`src/rtl/pong_game_ctrl.sv`:
```
// rtl/pong_game_ctrl.sv - Pong game sequencer: serve delay, scoring, game-over.
// Optional PONG_ATTRACT_EN: auto-restart from GAME_OVER after c_ATTRACT_FRAMES frames.
module pong_game_ctrl #(
    parameter int c_SCORE_WIDTH    = 4,
    parameter int c_SCORE_LIMIT    = 9,
    parameter int c_SERVE_FRAMES   = 60,
    parameter int c_ATTRACT_FRAMES = 300
) (
    input  logic                     i_Clk,
    input  logic                     i_Rst,
    input  logic                     i_VSync,
    input  logic                     i_Game_Start,
    input  logic                     i_P1_Miss,
    input  logic                     i_P2_Miss,
    output logic [2:0]               o_State,
    output logic                     o_Frame_Tick,
    output logic                     o_Ball_Enable,
    output logic                     o_Paddle_Enable,
    output logic [c_SCORE_WIDTH-1:0] o_P1_Score,
    output logic [c_SCORE_WIDTH-1:0] o_P2_Score,
    output logic                     o_Game_Over,
    output logic                     o_Winner
);

    typedef enum logic [2:0] {
        ST_IDLE      = 3'd0,
        ST_SERVE     = 3'd1,
        ST_RUNNING   = 3'd2,
        ST_POINT     = 3'd3,
        ST_GAME_OVER = 3'd4
    } state_t;

    localparam int CNT_MAX = (c_SERVE_FRAMES > c_ATTRACT_FRAMES) ? c_SERVE_FRAMES : c_ATTRACT_FRAMES;
    localparam int CNT_W   = $clog2(CNT_MAX + 1);
    localparam logic [CNT_W-1:0]         SERVE_LAST = CNT_W'(c_SERVE_FRAMES - 1);
    localparam logic [c_SCORE_WIDTH-1:0] LIMIT      = c_SCORE_WIDTH'(c_SCORE_LIMIT);
`ifdef PONG_ATTRACT_EN
    localparam logic [CNT_W-1:0]         ATTRACT_LAST = CNT_W'(c_ATTRACT_FRAMES - 1);
`endif

    state_t                     state_q, state_d;
    logic [CNT_W-1:0]           cnt_q, cnt_d;
    logic [c_SCORE_WIDTH-1:0]   p1_q, p1_d, p2_q, p2_d;
    logic                       win_q, win_d;
    logic                       vsync_q, tick_q;
    logic                       ball_en_q, paddle_en_q, game_over_q;

    always_comb begin
        state_d = state_q;
        cnt_d   = cnt_q;
        p1_d    = p1_q;
        p2_d    = p2_q;
        win_d   = win_q;
        case (state_q)
            ST_IDLE: begin
                if (i_Game_Start) begin
                    state_d = ST_SERVE;
                    p1_d    = '0;
                    p2_d    = '0;
                    win_d   = 1'b0;
                end
            end
            ST_SERVE: begin
                if (tick_q) begin
                    if (cnt_q == SERVE_LAST) state_d = ST_RUNNING;
                    else                     cnt_d   = cnt_q + 1'b1;
                end
            end
            ST_RUNNING: begin
                if (i_P1_Miss && i_P2_Miss) begin
                    state_d = ST_SERVE;
                end else if (i_P1_Miss) begin
                    p2_d    = p2_q + 1'b1;
                    state_d = ST_POINT;
                end else if (i_P2_Miss) begin
                    p1_d    = p1_q + 1'b1;
                    state_d = ST_POINT;
                end
            end
            ST_POINT: begin
                if (p1_q == LIMIT || p2_q == LIMIT) begin
                    state_d = ST_GAME_OVER;
                    win_d   = (p2_q == LIMIT);
                end else begin
                    state_d = ST_SERVE;
                end
            end
            ST_GAME_OVER: begin
                if (i_Game_Start) begin
                    state_d = ST_SERVE;
                    p1_d    = '0;
                    p2_d    = '0;
                    win_d   = 1'b0;
`ifdef PONG_ATTRACT_EN
                end else if (tick_q) begin
                    if (cnt_q == ATTRACT_LAST) begin
                        state_d = ST_SERVE;
                        p1_d    = '0;
                        p2_d    = '0;
                        win_d   = 1'b0;
                    end else begin
                        cnt_d = cnt_q + 1'b1;
                    end
`endif
                end
            end
            default: state_d = ST_IDLE;
        endcase
        // Every state change starts the frame counter afresh for the next timed state.
        if (state_d != state_q) cnt_d = '0;
    end

    always_ff @(posedge i_Clk or posedge i_Rst) begin
        if (i_Rst) begin
            state_q     <= ST_IDLE;
            cnt_q       <= '0;
            p1_q        <= '0;
            p2_q        <= '0;
            win_q       <= 1'b0;
            vsync_q     <= 1'b1;
            tick_q      <= 1'b0;
            ball_en_q   <= 1'b0;
            paddle_en_q <= 1'b0;
            game_over_q <= 1'b0;
        end else begin
            state_q     <= state_d;
            cnt_q       <= cnt_d;
            p1_q        <= p1_d;
            p2_q        <= p2_d;
            win_q       <= win_d;
            vsync_q     <= i_VSync;
            tick_q      <= i_VSync & ~vsync_q;
            ball_en_q   <= (state_d == ST_RUNNING);
            paddle_en_q <= (state_d == ST_SERVE) || (state_d == ST_RUNNING) || (state_d == ST_POINT);
            game_over_q <= (state_d == ST_GAME_OVER);
        end
    end

    assign o_State         = state_q;
    assign o_Frame_Tick    = tick_q;
    assign o_Ball_Enable   = ball_en_q;
    assign o_Paddle_Enable = paddle_en_q;
    assign o_P1_Score      = p1_q;
    assign o_P2_Score      = p2_q;
    assign o_Game_Over     = game_over_q;
    assign o_Winner        = win_q;

endmodule

```
`config.mk`:
```
export PLATFORM = sky130hd
export DESIGN_NAME = pong_game_ctrl
export DESIGN_NICKNAME = d
export VERILOG_FILES = /design/src/rtl/pong_game_ctrl.sv
export SDC_FILE = /design/constraint.sdc
export NUM_CORES = 1
export LEC_CHECK = 0
export CORE_ASPECT_RATIO = 1.75
export CORE_UTILIZATION = 30
export CTS_CLUSTER_SIZE = 10
export DETAILED_ROUTE_END_ITERATION = 7
export GPL_ROUTABILITY_DRIVEN = 1
export PLACE_DENSITY = 0.57
export RECOVER_POWER = 100
export SLEW_MARGIN = 20
export SYNTH_ARGS = -nofsm -noshare
export SYNTH_HDL_FRONTEND = slang
export SYNTH_SLANG_ARGS = --single-unit
```
`constraint.sdc`:
```
create_clock -name i_Clk -period 4.4 [get_ports i_Clk]
set_input_delay 0.44 -clock i_Clk [delete_from_list [all_inputs] [get_ports i_Clk]]
set_output_delay 0.44 -clock i_Clk [all_outputs]
set_load 0.01 [all_outputs]
```
# Yosys cells after proc, flatten, opt, wreduce, memory -nomap -nowiden

Cells that the tools add are included.

Bits in read-only memories: 0
Bits in registers: 26
Latch bits: 0
RAM bits: 0
Memories kept: 0
Output and inout bits: 16

Shifts and indexed selects: 0
Bitwise operators: 2
Multiply operators: 0
$add $sub $neg: 3
Div/mod/pow operators: 0
Magnitude comparators: 0
Muxes and demuxes: 23
Equal/unequal tests: 19
Reduce and logical (&&, ||, !) cells: 14

Operators with widths:

| cell                  | number |
|---|---|
| $mux W9               | 4 |
| $mux W4               | 6 |
| $mux W3               | 7 |
| $pmux W4 S2           | 2 |
| $eq A3 B2 Y1 const B  | 4 |
| $pmux W3 S4           | 1 |
| $ne A2 B2 Y1 const B  | 5 |
| $add A9 B1 Y9 const B | 1 |
| $eq A9 B6 Y1 const B  | 1 |
| $add A4 B1 Y4 const B | 2 |
| $eq A4 B4 Y1 const B  | 2 |
| $reduce_bool A2 Y1    | 4 |
| $eq A3 B1 Y1 const B  | 2 |
| $eq A3 B3 Y1 const B  | 2 |
| $reduce_and A3 Y1     | 2 |
| $reduce_and A5 Y1     | 1 |
| $ne A2 B1 Y1 const B  | 2 |
| $reduce_and A4 Y1     | 1 |
| $logic_not A3 Y1      | 1 |
| $logic_or A1 B1 Y1    | 3 |
| $ne A3 B3 Y1          | 1 |
| $mux W1               | 2 |
| $pmux W1 S2           | 1 |
| $reduce_or A2 Y1      | 1 |
| other kinds (3)       | 3 |

# Longest topological paths before layout

Depth in word-level cells: 7
Depth in mapped cells: 6

# Worst setup path after synthesis

No wires, ideal clock.

Path type: register to register
Start point: register cnt_q[0]
End point: register cnt_q[0]
Arrival time: 1.334 ns
Required time: 4.268 ns
Clock period less this slack: 1.465 ns
Cell stages (with the launch flop): 6
Buffers on the path: 0
Slack: 2.935 ns
Cell sequence: dfrtp_1 ha_1 nor3b_2 a41oi_2 a21oi_2 nor2_1

Word-level cells in the longest chain between the ends: 7

Ends and longest elaborated chain:

| element                                                                    | line | source |
|---|---|---|
| from (decl)                                                                | 42   | `logic [CNT_W-1:0] cnt_q, cnt_d;` |
| from (signal assigned)                                                     | 127  | `cnt_q <= cnt_d;` |
| $eq A9 B6 Y1                                                               | 65   | `if (cnt_q == SERVE_LAST) state_d = ST_RUNNING;` |
| $mux W3                                                                    | 65   |  |
| $mux W3                                                                    | 64   | `if (tick_q) begin` |
| $pmux W3 S4                                                                | 54   | `case (state_q)` |
| $ne A3 B3 Y1                                                               | 110  | `if (state_d != state_q) cnt_d = '0;` |
| $ne A2 B1 Y1 (no source line) / $reduce_bool A2 Y1 (equally long branches) | n/a  |  |
| $reduce_and A3 Y1 (no source line)                                         | n/a  |  |

Several ways; a longest one is shown, not always the timed one. The select of a mux whose other input is x is not followed.
A chain may end at the register's enable or synchronous reset.

# Worst setup path in the final report

Start point: register cnt_q[0]
End point: register cnt_q[7]

The elaborated chain is that of the path after synthesis.

==> results.py <==
metrics = {
    "logic_synthesis": {
        "synth_area_leaders": "dfrtp_1 (46%), xor2_1 (5.8%), ha_1 (4.6%)",
        "synth_cell_type_count": 41,
        "seq_area_frac_synth_pct": 47.9,
        "yosys_warnings": 0,
        "avgSynthCellArea_um2": 10.6,
        "synth_area_mm2": 0.00136,
        "async_flop_share_pct": 100,
        "synth_top_cell_area_share_pct": 46.0,
        "yosys-top-cells-count": "dfrtp_1 (25), nor2_1 (14), xor2_1 (9)",
        "synth_edf_count": 0,
        "yosysMostFrequentCell": "dfrtp_1",
        "syn_inst": 129,
        "synth_area_leader_cell": "dfrtp_1",
        "synth_nets": 140,
        "synth_flop_cell": "dfrtp_1",
        "synth-seq-cells": 26,
    },
    "clock_network": {
        "cts_hold_buf": 0,
        "max-clock-path-buffers": 2,
        "cts.clk_slew.worst_paths_ns": 0.09,
        "clock_sinks": 26,
        "h-tree-depth": 1,
        "cts_tree": "done",
        "postCtsSetupBuffers": 0,
        "clock_latency_ns": 0.27,
        "numCtsBuffers": 3,
        "cts-root-buf": "clkbuf_8",
        "cts_resized": 0,
    },
    "placed_design": {
        "dp_hpwl_um": 2200,
        "portBuffers": 21,
        "place_ws_ns": 2.42,
        "finalWeightedCongestion": 0.829,
    },
    "pwr": {
        "seqPwrFrac_pct": 51.7,
        "pwr-share-comb_pct": 14.0,
        "switchingPower_mw": 0.148,
        "leakagePower_nw": 0.751,
        "clockPowerShare_pct": 34.3,
        "power_mw": 0.574,
        "p_per_area_mw_per_mm2": 344,
        "peakVddDrop_mv": 0.198,
        "swShare_pct": 25.9,
        "internal_power_mw": 0.425,
    },
    "floorplanning": {
        "die_y_um": 91.1,
        "core_mm2": 0.00436,
        "core.rowCount": 32,
        "dieArea_mm2": 0.00482,
        "die_w_um": 52.9,
        "start_util_pct": 31.2,
        "io_pins": 22,
    },
    "cells_and_area": {
        "nNetsFinal": 163,
        "num-fill-cells": 454,
        "utilization_pct": 38.2,
        "n_antenna_cell": 0,
        "drive_above_1_share_pct": 5.30,
        "area_growth_pct": 22.6,
    },
    "sta": {
        "rsz0062_at_grt": "no",
        "fmax_ghz": 0.465,
        "fin_ws_ns": 2.25,
        "setup_viol": 0,
        "finalClockSkew_ns": 0.00942,
        "fin_tns_setup_ns": 0,
        "hold_violations": 0,
        "min_period_ns": 2.15,
        "relSlewSlack_pct": 39.2,
        "finalCritPeriodShare_pct": 48.9,
        "drv_slew": 0,
        "tightest_slew_ns": 0.906,
    },
    "setup_path": {
        "critical_path_required_ns": 4.53,
        "path_class": "reg -> reg",
        "rr_worst_depth": 5,
        "arrival_ns": 2.28,
        "slowest_stage": "a21oi_1",
        "rr_startpoint": "cnt_q[0]",
        "cp-start-kind": "flip-flop",
        "r2r_slack_ns": 2.25,
        "worstPathCellList": "ha_1 > nor3b_1 > a41oi_2 > a21oi_1 > nor2_1",
        "crit_path_max_fanout": 9,
        "slowest_delay_ns": 0.61,
        "r2r-end": "cnt_q[7]",
        "end_kind": "flip-flop",
    },
    "grt": {
        "grt_pass1_wl_um": 4900,
        "grt.total_usage_pct": 13.4,
        "antenna_found_initial": 0,
        "grt-ovfl-total": 0,
        "grt_pass1_vias": 1080,
        "grt_max_degree": 27,
    },
    "hold_path": {
        "hp-start": "vsync_q",
        "hold_class": "reg -> reg",
        "worst_hold_path.num_cells": 1,
        "min_to": "o_Frame_Tick",
    },
    "routing": {
        "dr.pass1.iters": 4,
        "drc_errors": 0,
        "vias": 1044,
        "routedWlPerCell_um": 13.9,
        "drt-total-wl_um": 2820,
        "drt_iter0_markers": 15,
        "antenna_left": 0,
        "via_per_inst": 5.17,
    },
    "run_status": {
        "status": "completed",
    },
    "run": {
        "cap_violations": 0,
    },
}
==> through the flow <==
step                hold WS, ns  cell area, um2  std cells
floorplan                 0.444            1360        129
global placement          0.469            1620        198
detailed placement        0.477            1620        198
CTS                       0.499            1690        202
global route              0.546            1670        202
finish                    0.492            1670        202
==> how the worst max path moves through the flow <==
stage                from  slack (ns)         endpoint
2_1_floorplan    cnt_q[0]        2.93         cnt_q[0]
3_3_place_gp    i_P2_Miss        2.45  o_Paddle_Enable
3_5_place_dp    i_P2_Miss        2.42  o_Paddle_Enable
4_1_cts        o_State[0]        2.50       o_State[0]
5_1_grt          cnt_q[0]        2.06         cnt_q[7]
6_report         cnt_q[0]        2.25         cnt_q[7]
==> flip-flops by register name (all words and copies together), names as in the netlist <==
signal,flops
cnt_q,9
o_Ball_Enable,1
o_Frame_Tick,1
o_Game_Over,1
o_P1_Score,4
o_P2_Score,4
o_Paddle_Enable,1
o_State,3
o_Winner,1
vsync_q,1
==> layer usage <==
metal | vias up | routed length, um | GRT usage, %
li1 | 506 | - | -
met1 | 515 | 1140 | 16.2
met2 | 18 | 1570 | 23.6
met3 | 5 | 71 | 1.84
met4 | 0 | 35 | 3.95
met5 | - | 0 | 0
==> power groups by stage <==
stage               combinational [mW]  sequential (mW)  clock [mW]
floorplan                       0.0643            0.294           0
global placement                0.0827            0.301           0
detailed placement              0.0847            0.303           0
CTS                             0.0855            0.298       0.200
global route                    0.0940            0.303       0.210
finish                          0.0801            0.297       0.197
==> cells by family (layout without fill, tap and decap cells) <==
family | Yosys count | after routing | synth area share, %
simple gates | 55 | 55 | 23.9
flops | 26 | 26 | 47.9
compound gates | 23 | 23 | 12.9
xor+xnor | 11 | 11 | 7.08
buf+inv | 8 | 30 | 2.94
fa+ha+maj | 5 | 5 | 4.60
mux | 1 | 1 | 0.735
==> layout by cell type, fill, tap and decap left out, drive strengths merged, types with 2 or more instances in the layout <==
| master | count |
|---|---|
| a21oi | 3 |
| a32o | 2 |
| and3 | 4 |
| and4bb | 3 |
| clkbuf | 3 |
| clkdlybuf4s50 | 2 |
| clkinv | 2 |
| dfrtp | 25 |
| dlygate4sd3 | 19 |
| ha | 5 |
| inv | 3 |
| nand2 | 8 |
| nand3 | 4 |
| nand3b | 2 |
| nand4 | 5 |
| nor2 | 14 |
| nor2b | 4 |
| o211ai | 4 |
| o21ai | 5 |
| o22ai | 2 |
| o31ai | 2 |
| or2 | 2 |
| or3b | 2 |
| xnor2 | 2 |
| xor2 | 9 |
==> layout make-up <==
cell class	count	area [um2]	area share, %
clock inverter	1	30.0	1.80
sequential	26	652	39.1
tap	51	63.8	3.82
timing repair buffer	21	210	12.6
clock buffer	3	41.3	2.47
inverter	5	20.0	1.20
multi-input combinational	95	652	39.1
==> critical path: cells and delay by family, from the launching register on <==
family	cells	cell delay, ns
and+or+nand+nor	2	0.55
AOI/OAI and AO/OA	2	0.79
DFF	1	0.41
adders and majority gates	1	0.25
Note: power is estimated with default switching activity, not from simulation.
